[src/rtl/regwb_arbiter.sv]
// regwb_arbiter: shares the register file's single write port between two
// writeback sources. Source A is the ALU path, source B the load/multi-cycle
// path. Each source owns a 1-entry holding buffer. Arbitration is fixed
// priority to A, except that B wins once it has waited MAX_WAIT cycles, and
// two entries for the same register always retire oldest first.
//
// Handshake: a transfer happens on the posedge where x_valid && x_ready.
// x_ready is high when buffer x is empty or is being granted this cycle, so a
// source that keeps winning can issue one write per cycle. The source must
// hold x_addr/x_data stable while x_valid is high and x_ready is low.
//
// Ports:
//   clk, rst                 clock, asynchronous active-high reset
//   a_valid/a_ready          source A handshake
//   a_addr, a_data           source A destination register and data
//   b_valid/b_ready          source B handshake
//   b_addr, b_data           source B destination register and data
//   regw, wr, wdata          registered register-file write port
//   busy                     per-register pending-write vector
//   q_addr, q_hit, q_data    forwarding lookup (only with REGWB_BYPASS_EN)
//
// Optional feature macro: REGWB_BYPASS_EN adds the forwarding lookup.

module regwb_arbiter #(
    parameter int MAX_WAIT   = 4,
    parameter bit R0_DISCARD = 1'b1
) (
    input  logic        clk,
    input  logic        rst,
    input  logic        a_valid,
    output logic        a_ready,
    input  logic [4:0]  a_addr,
    input  logic [31:0] a_data,
    input  logic        b_valid,
    output logic        b_ready,
    input  logic [4:0]  b_addr,
    input  logic [31:0] b_data,
    output logic        regw,
    output logic [4:0]  wr,
    output logic [31:0] wdata,
    output logic [31:0] busy
`ifdef REGWB_BYPASS_EN
    ,
    input  logic [4:0]  q_addr,
    output logic        q_hit,
    output logic [31:0] q_data
`endif
);

    // Holding buffers
    logic        a_v, b_v;
    logic [4:0]  a_ad, b_ad;
    logic [31:0] a_dt, b_dt;
    // Cycles B has been pending without a grant (saturating)
    logic [3:0]  wait_cnt;
    // 1 when B's entry was captured before A's (or on the same edge)
    logic        age_b;

    logic gnt_a, gnt_b;
    logic a_fire, b_fire, a_load, b_load;
    logic a_v_n, b_v_n;

    always_comb begin
        gnt_b = 1'b0;
        if (b_v) begin
            if (!a_v)
                gnt_b = 1'b1;
            else if (a_ad == b_ad)
                gnt_b = age_b;
            else
                gnt_b = (wait_cnt >= 4'(MAX_WAIT));
        end
        gnt_a = a_v && !gnt_b;
    end

    assign a_ready = !a_v || gnt_a;
    assign b_ready = !b_v || gnt_b;
    assign a_fire  = a_valid && a_ready;
    assign b_fire  = b_valid && b_ready;

    // Register-0 writes are accepted but never occupy a buffer or the port.
    assign a_load = a_fire && !(R0_DISCARD && (a_addr == 5'd0));
    assign b_load = b_fire && !(R0_DISCARD && (b_addr == 5'd0));

    // A transfer always lands in a buffer that is empty or being granted, so
    // the buffer's next state is simply whether the new entry was kept.
    assign a_v_n = a_fire ? a_load : (a_v && !gnt_a);
    assign b_v_n = b_fire ? b_load : (b_v && !gnt_b);

    always_ff @(posedge clk or posedge rst) begin
        if (rst) begin
            a_v      <= 1'b0;
            b_v      <= 1'b0;
            a_ad     <= 5'd0;
            b_ad     <= 5'd0;
            a_dt     <= 32'd0;
            b_dt     <= 32'd0;
            wait_cnt <= 4'd0;
            age_b    <= 1'b0;
            regw     <= 1'b0;
            wr       <= 5'd0;
            wdata    <= 32'd0;
        end else begin
            a_v <= a_v_n;
            b_v <= b_v_n;
            if (a_load) begin
                a_ad <= a_addr;
                a_dt <= a_data;
            end
            if (b_load) begin
                b_ad <= b_addr;
                b_dt <= b_data;
            end

            // The entry that stays while the other is refilled is the older.
            if (a_load && (b_load || b_v_n))
                age_b <= 1'b1;
            else if (b_load && a_v_n)
                age_b <= 1'b0;

            if (gnt_b || !b_v)
                wait_cnt <= 4'd0;
            else if (wait_cnt != 4'd15)
                wait_cnt <= wait_cnt + 4'd1;

            // wr/wdata hold their last values on idle cycles.
            if (gnt_a) begin
                regw  <= 1'b1;
                wr    <= a_ad;
                wdata <= a_dt;
            end else if (gnt_b) begin
                regw  <= 1'b1;
                wr    <= b_ad;
                wdata <= b_dt;
            end else begin
                regw  <= 1'b0;
            end
        end
    end

    // Built from registered state only; no path from a_valid/b_valid.
    always_comb begin
        busy = 32'd0;
        if (a_v)
            busy[a_ad] = 1'b1;
        if (b_v)
            busy[b_ad] = 1'b1;
        if (regw)
            busy[wr] = 1'b1;
        if (R0_DISCARD)
            busy[0] = 1'b0;
    end

`ifdef REGWB_BYPASS_EN
    logic q_ma, q_mb, q_mo;

    assign q_ma = a_v && (a_ad == q_addr);
    assign q_mb = b_v && (b_ad == q_addr);
    assign q_mo = regw && (wr == q_addr);

    always_comb begin
        q_hit  = (q_ma || q_mb || q_mo) && !(R0_DISCARD && (q_addr == 5'd0));
        q_data = 32'd0;
        // Youngest value wins: younger buffer, then older buffer, then port.
        if (q_ma && q_mb)
            q_data = age_b ? a_dt : b_dt;
        else if (q_ma)
            q_data = a_dt;
        else if (q_mb)
            q_data = b_dt;
        else if (q_mo)
            q_data = wdata;
    end
`else
    // Without the forwarding lookup the issue logic relies on busy alone.
`endif

endmodule

[config.mk]
export PLATFORM = sky130hd
export DESIGN_NAME = regwb_arbiter
export DESIGN_NICKNAME = d
export VERILOG_FILES = /design/src/rtl/regwb_arbiter.sv
export SDC_FILE = /design/constraint.sdc
export NUM_CORES = 1
export LEC_CHECK = 0
export CORE_MARGIN = 3
export CORE_UTILIZATION = 30
export CTS_CLUSTER_SIZE = 24
export DETAILED_ROUTE_END_ITERATION = 12
export HOLD_SLACK_MARGIN = 0.12
export PLACE_DENSITY = 0.61
export SLEW_MARGIN = 10
export SYNTH_ARGS = -nofsm -noshare
export SYNTH_HDL_FRONTEND = slang
export SYNTH_SLANG_ARGS = --single-unit
[constraint.sdc]
create_clock -name clk -period 5.2 [get_ports clk]
set_input_delay 1.56 -clock clk [delete_from_list [all_inputs] [get_ports clk]]
set_output_delay 1.56 -clock clk [all_outputs]
set_load 0.02 [all_outputs]
==> results of run 1 <==
-- worst max-delay path by stage --
stage               startpoint       end  slack [ns]  cells past startpoint
finish                 b_ad[4]   b_ready        0.51                      5
global route               a_v  busy[28]        0.33                      4
CTS                    b_ad[4]   b_ready        0.50                      5
detailed placement     b_ad[4]   b_ready        0.96                      5
global placement           a_v  busy[20]        0.93                      4
floorplan                  rst   a_ad[0]        0.48                      1
-- final cells by class --
type / count / area [um2]
clock inverters: 8 / 72.6
flip-flops and latches: 119 / 2980
multi-input cells: 375 / 2710
clock buffers: 23 / 488
well taps: 260 / 325
inverters: 4 / 17.5
repair buffers: 154 / 1530
fillers: 1780 / 10800
-- kinds of logic after synthesis --
family | share of synthesized area, %
muxes | 20.6
buffers and inverters | 3.53
xor gates and xnor gates | 1.19
other | 0.0638
adders and majority gates | 0.213
DFF | 50.6
AOI/OAI and AO/OA | 10.0
and+or+nand+nor | 13.7
-- metal layers --
| metal | up-vias | wire, um | track usage [%] | share of wire [%] |
|---|---|---|---|---|
| met5 | - | 0 | 0 | 0 |
| met4 | 0 | 356 | 6.02 | 2.2 |
| li1 | 2167 | - | - | - |
| met2 | 197 | 7680 | 24.2 | 48 |
| met3 | 31 | 1190 | 4.42 | 7.4 |
| met1 | 2249 | 6700 | 18.0 | 42 |
-- sequential cells by signal (all words and copies together) (netlist names) --
name,count
a_v,1
regw,1
wait_cnt,4
wdata,32
wr,5
b_dt,32
a_dt,32
b_v,1
a_ad,5
b_ad,5
age_b,1
-- where the power goes --
part | leakage (nW) | total [mW] | switching (mW) | internal (mW)
Combinational | 1.88 | 1.17 | 0.594 | 0.580
Sequential | 1.39 | 1.35 | 0.208 | 1.14
Clock | 0.271 | 1.10 | 0.397 | 0.700
-- placed cells by master (no fill, tap or decap), drive strengths merged, types with 8 or more instances in the layout --
| cell | synthesis | layout |
|---|---|---|
| mux2 | 64 | 64 |
| clkbuf | 24 | 23 |
| a22oi | 29 | 29 |
| and3 | 8 | 8 |
| dfrtp | 119 | 119 |
| clkdlybuf4s50 | 0 | 148 |
| nor3b | 14 | 14 |
| nand2 | 74 | 74 |
| a21oi | 37 | 37 |
| mux2i | 38 | 38 |
| nor2 | 53 | 53 |
==> flow_summary.ini, run 1 <==
[setup_path]
startpoint_type = flop
timing.rr.end = b_dt[31]
crit_family = simple AND/OR/NAND/NOR gates
timing_worst_setup_path_type = reg -> out
crit_required_ns = 3.64
critPathBufInv = 1
critical_path.max_stage_delay_ns = 0.61
crit_arrival_ns = 3.13
path_max_fanout = 11
timing.rr.start = b_ad[4]
endpoint_kind = primary output
cp_cell_sequence = xor2_1, or3_1, or4_4, and2_1, clkdlybuf4s50_1
cp_slowest_cell = clkdlybuf4s50_1
ff2ff_path_depth = 5
ff2ff_setup_slack_ns = 2.10

[timing]
setup_viol = 0
period_minus_slack_ns = 4.69
grt_setup_unrepaired = false
finClkSkew_ns = 0.00961
slew_headroom_pct = 25.5
fin_setup_tns_ns = 0
tightest_slew_ns = 1.12
max_freq_ghz = 0.213
period_share_pct = 90.1
hold_violations = 0
maxSlewViolCount = 0
holdWs_ns = 0.504
fin_ws_ns = 0.515

[clock_tree]
htreeDepth = 4
cts_buffers = 17
cts_root_buffer = clkbuf_16
ctsLongestPathBuffers = 2
cts_hold_buf = 0
insertion_delay_ns = 0.41
cts_resized = 0
post_cts_buffers = 0
cts_sinks = 119
cts_tree = done
cts.clk_slew.worst_paths_ns = 0.05

[route]
drtAntennaViolNets = 0
routed_wl_um = 15900
viasPerCell = 4.92
drc = 0
wl_per_cell_um = 16.9
vias = 4644
drt_iter0_drc = 242
firstDrtPassIters = 5

[global_route]
overflow = 0
grt_max_degree = 56
grt_pass1_vias = 4742
antenna_found_initial = 0
grt_usage_pct = 14.7
grt_pass1_wl_um = 25200

[yosys]
synth.net_count = 618
synth_edf_count = 0
synthTopCellsByArea = dfrtp_1, mux2_4, mux2_2
ys_types = 41
netlist_area_um2 = 5880
ys_seq_area_share_pct = 50.6
yosys_most_used_dff = dfrtp_1
synthCells = 539
yosysMostFrequentCell = dfrtp_1
async_flop_share_pct = 100
synth_top_area_share_pct = 50.6
syn_avg_cell_area_um2 = 10.9
ys_top_cells_by_count = dfrtp_1, nand2_1, nor2_1
synth_seq_cells = 119
synth_area_leader_cell = dfrtp_1
yosysWarnings = 0

[floorplan]
core_um2 = 19000
die_h_um = 146
io_pins = 150
initial_core_util_pct = 31.0
die_width_um = 146
num_rows = 50
die_area_um2 = 21300

[min_path]
min_to = a_dt[4]
hold_class = reg -> reg
whs_path_depth = 1
min-delay-start = a_dt[4]

[cells_and_area]
antenna_cells = 0
final_util_pct = 42.8
final_nets = 750
drive_above_1_share_pct = 15.4
post-route-cell-area_um2 = 8120
final_cells = 943
syn_to_final_growth_pct = 38.1

[placement]
dp_hpwl_um = 11200
pre_cts_ws_ns = 0.962
place_area_um2 = 7560
port_buffers = 148
place.gp.congestion = 0.853
placedCellCount = 912

[status]
status = complete, no violations

[run]
drv_cap = 0

[power]
power.total_mw = 3.62
worst_ir_drop_vdd_v = 0.000211
leakage_nw = 3.53
power.density_nw_per_um2 = 446
Note: power is estimated with default switching activity, not from simulation.
==> inputs of run 2 (changes only) <==
--- a/config.mk
+++ b/config.mk
@@ -7,3 +7,3 @@
 export LEC_CHECK = 0
-export CORE_MARGIN = 3
+export CORE_MARGIN = 2
 export CORE_UTILIZATION = 30
--- a/constraint.sdc
+++ b/constraint.sdc
@@ -3,2 +3,2 @@
 set_output_delay 1.56 -clock clk [all_outputs]
-set_load 0.02 [all_outputs]
+set_load 0.005 [all_outputs]
==> flow_summary.ini, run 2 (synthesized netlist as in run 1, its figures left out) <==
[status]
status = complete, no violations

[cells_and_area]
final_common_cell = clkdlybuf4s50_1
regArea_um2 = 2980
multi_input_area_um2 = 2710
final_cell_mix = clkdlybuf4s50_1, dfrtp_1, nand2_1
final_cells = 946
fill_cells = 1852
reg.largest.list = a_dt (32), b_dt (32), wdata (32)
final_nets = 748
syn_to_final_growth_pct = 38.9
antenna_cells = 0
drive_above_1_share_pct = 15.4

[clock_tree]
cts_buffers = 17
cts_sinks = 119
post_cts_buffers = 0
cts_tree = done
cts.clk_slew.worst_paths_ns = 0.06
cts_hold_buf = 0
insertion_delay_ns = 0.42
ctsLongestPathBuffers = 2
cts_root_buffer = clkbuf_16
cts_resized = 0
htreeDepth = 4

[route]
drt_iter0_drc = 214
viasPerCell = 4.90
routed_wl_um = 15700
met2_length_um = 7440
drc = 0
firstDrtPassIters = 5
met1_length_um = 6830
wl_per_cell_um = 16.6
met3_length_um = 1150
top_layer = met4
drtAntennaViolNets = 0
vias = 4632

[timing]
maxSlewViolCount = 0
period_minus_slack_ns = 4.60
grt_setup_unrepaired = false
slew_headroom_pct = 22.6
finClkSkew_ns = 0.0114
hold_violations = 0
period_share_pct = 88.5
tightest_slew_ns = 1.16
fin_setup_tns_ns = 0
setup_viol = 0
max_freq_ghz = 0.217

[floorplan]
initial_core_util_pct = 30.4
die_area_um2 = 20700
core_um2 = 19300
die_h_um = 144
num_rows = 51
die_width_um = 144
io_pins = 150

[min_path]
min-delay-start = a_dt[7]
min_to = a_dt[7]
hold_class = reg -> reg
whs_path_depth = 1

[setup_path]
endpoint_kind = primary output
timing.rr.end = b_dt[30]
timing.rr.start = b_ad[4]
crit_required_ns = 3.64
ff2ff_setup_slack_ns = 2.06
ff2ff_path_depth = 5
startpoint_type = flop
timing_worst_setup_path_type = reg -> out
crit_arrival_ns = 3.04
path_max_fanout = 11

[power]
leakage_nw = 3.55
worst_ir_drop_vdd_v = 0.000185
power.density_nw_per_um2 = 433

[global_route]
grt_pass1_wl_um = 24500
grt_usage_pct = 15.4
grt_pass1_vias = 4628
antenna_found_initial = 0
grt_max_degree = 73
overflow = 0

[placement]
placedCellCount = 915
place.gp.congestion = 0.851
port_buffers = 148
dp_hpwl_um = 10800

[run]
drv_cap = 0
run 2: cell types whose count changed in the layout (fill, tap and decap cells not counted), moves of 2 or more:
| cell | change |
|---|---|
| clkinv_4 | +2 |
| bufinv_16 | +2 |
| clkbuf_1 | -2 |
| buf_4 | -3 |
| clkbuf_8 | -2 |
run 2: how the worst max path moves through the flow:
stage	from	end	slack [ns]	cells after the start
final	b_ad[4]	b_ready	0.60	5
after global routing	b_ad[4]	b_ready	0.50	5
after CTS	b_ad[4]	b_ready	0.60	5
after detailed placement	b_addr[0]	b_dt[14]	1.0	6
after global placement	b_addr[1]	b_dt[11]	1.06	6
after floorplan	rst	a_ad[0]	0.48	1
run 2: critical path, cell delays in order (launching register included):
cell             delay (ns)
dfrtp_1                0.50
xor2_1                 0.24
or3_1                  0.53
or4_4                  0.56
and2_1                 0.30
clkdlybuf4s50_1        0.50
run 2: cell type report:
class	count	area share, %
sequential	119	36.5
multi-input combinational	375	33.2
timing repair buffer	152	18.7
clock buffer	19	5.54
tap	265	4.06
clock inverter	12	1.85
inverter	4	0.214
run 2: power by group:
part / switching [mW] / total, mW / leakage (nW) / internal [mW]
clock: 0.423 / 1.20 / 0.295 / 0.774
combinational: 0.415 / 0.991 / 1.87 / 0.577
sequential: 0.203 / 1.35 / 1.39 / 1.14
run 2: routing by layer:
layer | track usage [%] | vias to the layer above
met1 | 19.6 | 2273
met5 | 0 | -
li1 | - | 2162
met4 | 6.60 | 0
met2 | 24.7 | 177
met3 | 4.30 | 20
run 2: through the flow:
step / worst slack, ns / cell area (um2) / utilization [%] / hold slack [ns] / power, mW
4_1_cts: 0.597 / 8170 / 42.3 / 0.506 / 3.57
3_3_place_gp: 1.06 / 7560 / 39.1 / 0.489 / 2.33
5_1_grt: 0.501 / 8170 / 42.3 / 0.524 / 3.72
2_1_floorplan: 0.483 / 5880 / - / 0.479 / 1.82
6_report: 0.598 / 8170 / 42.3 / 0.503 / 3.54
3_5_place_dp: 0.997 / 7560 / 39.1 / 0.493 / 2.35
